**src/rtl/regset_traced.sv**
```systemverilog
// NREGS x DATA_W register file with two combinational read ports, one write port
// and a FWFT trace FIFO of accepted writes. Optional macro: WRITE_BYPASS_EN.
module regset_traced #(
  parameter int DATA_W      = 32,
  parameter int NREGS       = 32,
  parameter int ADDR_W      = 5,
  parameter int ZERO_REG    = 1,
  parameter int TRACE_DEPTH = 8,
  parameter int CNT_W       = 4
) (
  input  logic              clk,
  input  logic              reset,
  input  logic              writable,
  input  logic [ADDR_W-1:0] rd,
  input  logic [DATA_W-1:0] Din,
  input  logic [ADDR_W-1:0] rs,
  input  logic [ADDR_W-1:0] rt,
  output logic [DATA_W-1:0] outa,
  output logic [DATA_W-1:0] outb,
  input  logic              trace_pop,
  output logic              trace_valid,
  output logic [ADDR_W-1:0] trace_addr,
  output logic [DATA_W-1:0] trace_data,
  output logic [CNT_W-1:0]  trace_count,
  output logic              trace_ovf
);

  localparam int PTR_W = (TRACE_DEPTH > 1) ? $clog2(TRACE_DEPTH) : 1;
  localparam logic [ADDR_W:0] NREGS_L = NREGS[ADDR_W:0];
  localparam logic [CNT_W-1:0] DEPTH_L = CNT_W'(TRACE_DEPTH);

  logic [DATA_W-1:0] regs_q [NREGS];
  logic [DATA_W-1:0] regs_d [NREGS];
  logic [ADDR_W-1:0] mem_addr_q [TRACE_DEPTH];
  logic [ADDR_W-1:0] mem_addr_d [TRACE_DEPTH];
  logic [DATA_W-1:0] mem_data_q [TRACE_DEPTH];
  logic [DATA_W-1:0] mem_data_d [TRACE_DEPTH];
  logic [PTR_W-1:0]  wptr_q, wptr_d, rptr_q, rptr_d;
  logic [CNT_W-1:0]  count_q, count_d;
  logic              ovf_q, ovf_d;
  logic              wr_acc, pop_ok, full, do_push;

  // Address is live when inside the array and not the hardwired zero register.
  function automatic logic addr_live(input logic [ADDR_W-1:0] a);
    return ({1'b0, a} < NREGS_L) && !((ZERO_REG != 0) && (a == '0));
  endfunction

  always_comb begin
    wr_acc  = writable && addr_live(rd);
    pop_ok  = trace_pop && (count_q != '0);
    full    = (count_q == DEPTH_L);
    // When full, a push only lands if a pop frees the head in the same cycle.
    do_push = wr_acc && (!full || pop_ok);

    regs_d     = regs_q;
    mem_addr_d = mem_addr_q;
    mem_data_d = mem_data_q;
    wptr_d     = wptr_q;
    rptr_d     = rptr_q;
    ovf_d      = ovf_q | (wr_acc && full && !pop_ok);

    if (wr_acc) regs_d[rd] = Din;
    if (do_push) begin
      mem_addr_d[wptr_q] = rd;
      mem_data_d[wptr_q] = Din;
      wptr_d             = wptr_q + PTR_W'(1);
    end
    if (pop_ok) rptr_d = rptr_q + PTR_W'(1);
    count_d = count_q + CNT_W'(do_push) - CNT_W'(pop_ok);
  end

  always_comb begin
    outa = addr_live(rs) ? regs_q[rs] : '0;
    outb = addr_live(rt) ? regs_q[rt] : '0;
`ifdef WRITE_BYPASS_EN
    if (wr_acc && (rd == rs)) outa = Din;
    if (wr_acc && (rd == rt)) outb = Din;
`endif
    trace_valid = (count_q != '0);
    trace_addr  = trace_valid ? mem_addr_q[rptr_q] : '0;
    trace_data  = trace_valid ? mem_data_q[rptr_q] : '0;
    trace_count = count_q;
    trace_ovf   = ovf_q;
  end

  always_ff @(posedge clk) begin
    if (reset) begin
      regs_q  <= '{default: '0};
      wptr_q  <= '0;
      rptr_q  <= '0;
      count_q <= '0;
      ovf_q   <= 1'b0;
    end else begin
      regs_q  <= regs_d;
      wptr_q  <= wptr_d;
      rptr_q  <= rptr_d;
      count_q <= count_d;
      ovf_q   <= ovf_d;
    end
    // Trace storage is gated by the count, so it needs no reset.
    mem_addr_q <= mem_addr_d;
    mem_data_q <= mem_data_d;
  end

endmodule

```
**config.mk**
```make
export PLATFORM = sky130hd
export DESIGN_NAME = regset_traced
export DESIGN_NICKNAME = d
export VERILOG_FILES = /design/src/rtl/regset_traced.sv
export SDC_FILE = /design/constraint.sdc
export NUM_CORES = 2
export LEC_CHECK = 0
export BUFFER_PORTS_ARGS = -buffer_cell sky130_fd_sc_hd__buf_4
export CAP_MARGIN = 5
export CELL_PAD_IN_SITES_DETAIL_PLACEMENT = 0
export CELL_PAD_IN_SITES_GLOBAL_PLACEMENT = 2
export CORE_MARGIN = 1
export CORE_UTILIZATION = 40
export DETAILED_ROUTE_END_ITERATION = 16
export GPL_ROUTABILITY_DRIVEN = 0
export PLACE_DENSITY_LB_ADDON = 0.1
export SYNTH_ARGS = -nofsm -noshare
export SYNTH_HDL_FRONTEND = slang
export SYNTH_SLANG_ARGS = --single-unit
```
**constraint.sdc**
```tcl
create_clock -name clk -period 6.61 [get_ports clk]
set_input_delay 1.322 -clock clk [delete_from_list [all_inputs] [get_ports clk]]
set_output_delay 1.322 -clock clk [all_outputs]
set_load 0.05 [all_outputs]
```
==> impl_results.md <==
- Status: finished, final reports clean
- Max cap viols: 0
- Initial core utilization: 40.5%
- RSZ-0062 raised after global routing: false
- Final nets: 6,333
- Synth warn: 0
- Vias in the first global route: 48,435
- Final worst path period share: 88.6%
- Maximum clock rate: 0.171 GHz
- Highest-count cells in the layout ignoring fill and taps: nand2_1 (2,035), dfxtp_1 (1,032), a21oi_1 (998), mux4_2 (522), buf_4 (323)
- Die ar.: 161,000 µm²
- Hold buffer count at cts: 0
- Cells after DPL: 8,174
- Hold Violations, Final: 0
- PwrDens: 289 nW/µm²
- Largest cells by area after synthesis: dfxtp_1 (33%), mux4_2 (18%), edfxtp_1 (14%)
- Drt first pass iters: 6
- EDFF count, synth: 296
- Fillers: 14,649
- Clk buf depth: 3
- Syn_nets: 6,456
- Post-Route WL: 256 mm
- GRT Total Usage: 31.3%
- H-tree depth: 4
- Wirelength per Cell: 30.3 µm
- Syn Inst Count: 6,396
- Initial antenna violation count: 8
- Num ports: 158
- Yosys top cell area share: 32.6%
- Clock Tree Root: clkbuf_16
- Critical Path Start Type: primary input
- Sinks on Clock Net: 1,331
- Clk_skew: 26.1 ps
- Core area: 157,000 µm²
- TritonCTS buffer count: 155
- Leak: 0.0231 µW
- Port bufs: 157
- Minimum clock period: 5850 ps
- VDD IR max: 0.292 mV
- Mapped cell area: 63,600 µm²
- Row count: 145
- CP Max Fanout: 32
- Leading area contributor after synthesis: dfxtp_1
- Flip-flop and latch count after synthesis: 1,331
- Share of cells above drive strength 1: 19.7%
- CP endpoint kind: output pin
- Rel. slew slack: 14.4%
- Clock slew at reported path FFs: 50 ps
- Final setup violation count: 0
- Ys flop type: dfxtp_1
- Post-DR vias/cell: 5.99
- Post-route cell area: 71,900 µm²
- DP Wirelength: 159 mm
- Slew @ Worst Pin: 1280 ps
- Setup TNS: 0 ps
- Syn Area/Cell: 9.95 µm²
- Via count: 50,610
- Max Transition Viols Final: 0
- Seq/Total Area, Yosys: 46.5%
- Die W: 401 µm
- Grt ovf: 0
- Most common cell after layout, fill and taps aside: nand2_1
- Largest net degree at the start of global routing: 182
- Post-Place Cell Area: 66,600 µm²
- Setup bufs post-CTS: 0
- First-pass GRT wire length: 365 mm
- Final Util: 45.8%
- DRT iter0 DRCs: 5,221
- Clk Latency, worst-skew pair: 790 ps
- Post-route setup slack: 755 ps
- CTS tree: done
- DRT antenna net count: 0
- Height of the chip: 401 µm
- Setup CP Type: primary input to output pin
- Arrival time at the worst endpoint: 4530 ps
- Synth async-reset ratio: 0%
- Area growth, synth to finish: 13.0%
- DRC: 0
- Synth unique cells: 51
- Non-Filler Instances: 8,453
- Post-place setup slack: 854 ps
- CP required: 5290 ps
- CTS resizes: 0
- Hold crit path type: register to register
## critical path, cell delays in order
cell and delay, ps:
buf_6 460, inv_4 410, buf_4 350, mux2_2 360, o21ai_1 80, a311oi_1 960
buf_4 250, buf_4 190
## synthesized netlist by cell type, types with 12 or more instances
library cell / count
o21ai_1: 102
a311oi_1: 60
clkbuf_1: 431
nand2_1: 2050
buf_6: 33
a21oi_1: 998
nor2b_1: 100
nor2_1: 76
buf_2: 119
a22oi_1: 64
edfxtp_1: 296
a211oi_1: 64
mux4_2: 522
mux2_2: 64
mux2i_1: 165
a221oi_1: 48
o21ai_0: 12
buf_4: 41
o2111ai_1: 16
dfxtp_1: 1035
## final timing paths
kind	slack [ps]	to	cells after the start	from
worst max-delay path	760	outa[26]	8	rs[0]
worst min-delay path	460	regs_q[563]$_SDFFE_PP0P_	2	regs_q[563]$_SDFFE_PP0P_
worst max register to register	3770	trace_count[2]$_SDFF_PP0_	13	trace_count[2]$_SDFF_PP0_
worst min register to register	460	regs_q[563]$_SDFFE_PP0P_	2	regs_q[563]$_SDFFE_PP0P_
## flip-flops by register name, indices dropped and copies added, names as in the netlist
name	cells
mem_addr_q	40
wptr_q	3
trace_ovf	1
mem_data_q	256
trace_count	4
regs_q	1024
rptr_q	3
## kinds of logic (layout without fill, tap and decap cells)
family,after synthesis,in the layout,share of synthesized area (%)
other,0,1,0
AO/OA/AOI/OAI,1372,1372,12.1
flip-flops,1331,1331,46.5
adder cells (fa/ha/maj),9,9,0.189
AND/OR/NAND/NOR,2285,2285,14.2
buffers and inverters,644,642,4.74
multiplexers,751,751,22.2
XOR/XNOR,4,4,0.0551
## final cells by class
cell class                 instances  area [µm²]  area share, %
inverter                          10        42.5         0.0592
sequential                      1331       29600           41.2
tap                             2058        2570           3.58
clock inverter                    56         883           1.23
timing repair buffer             354        3000           4.18
antenna                            1        2.50        0.00348
multi-input combinational       4421       31300           43.6
clock buffer                     222        4450           6.19
## report_power, final
part / total [µW] / leakage, µW / internal, µW / switching [µW]
Clock: 9010 / 0.00260 / 5310 / 3700
Combinational: 3170 / 0.00945 / 1040 / 2130
Sequential: 8620 / 0.0110 / 8460 / 157
## metal layers
layer	wire [µm]	part of all wire, %	vias up	track usage, %
met5	0	0	-	0
met1	106000	41	25522	41.9
met4	11600	4.5	0	13.3
li1	-	-	22518	-
met2	119000	47	2152	49.8
met3	19000	7.4	418	5.40
## stage by stage
stage,hold slack (ps),power [µW]
after floorplan,443,10900
after global placement,449,12000
after detailed placement,456,12000
after CTS,464,21000
after global routing,477,21400
final,461,20800
No activity file was read; power rests on OpenSTA's default activity.
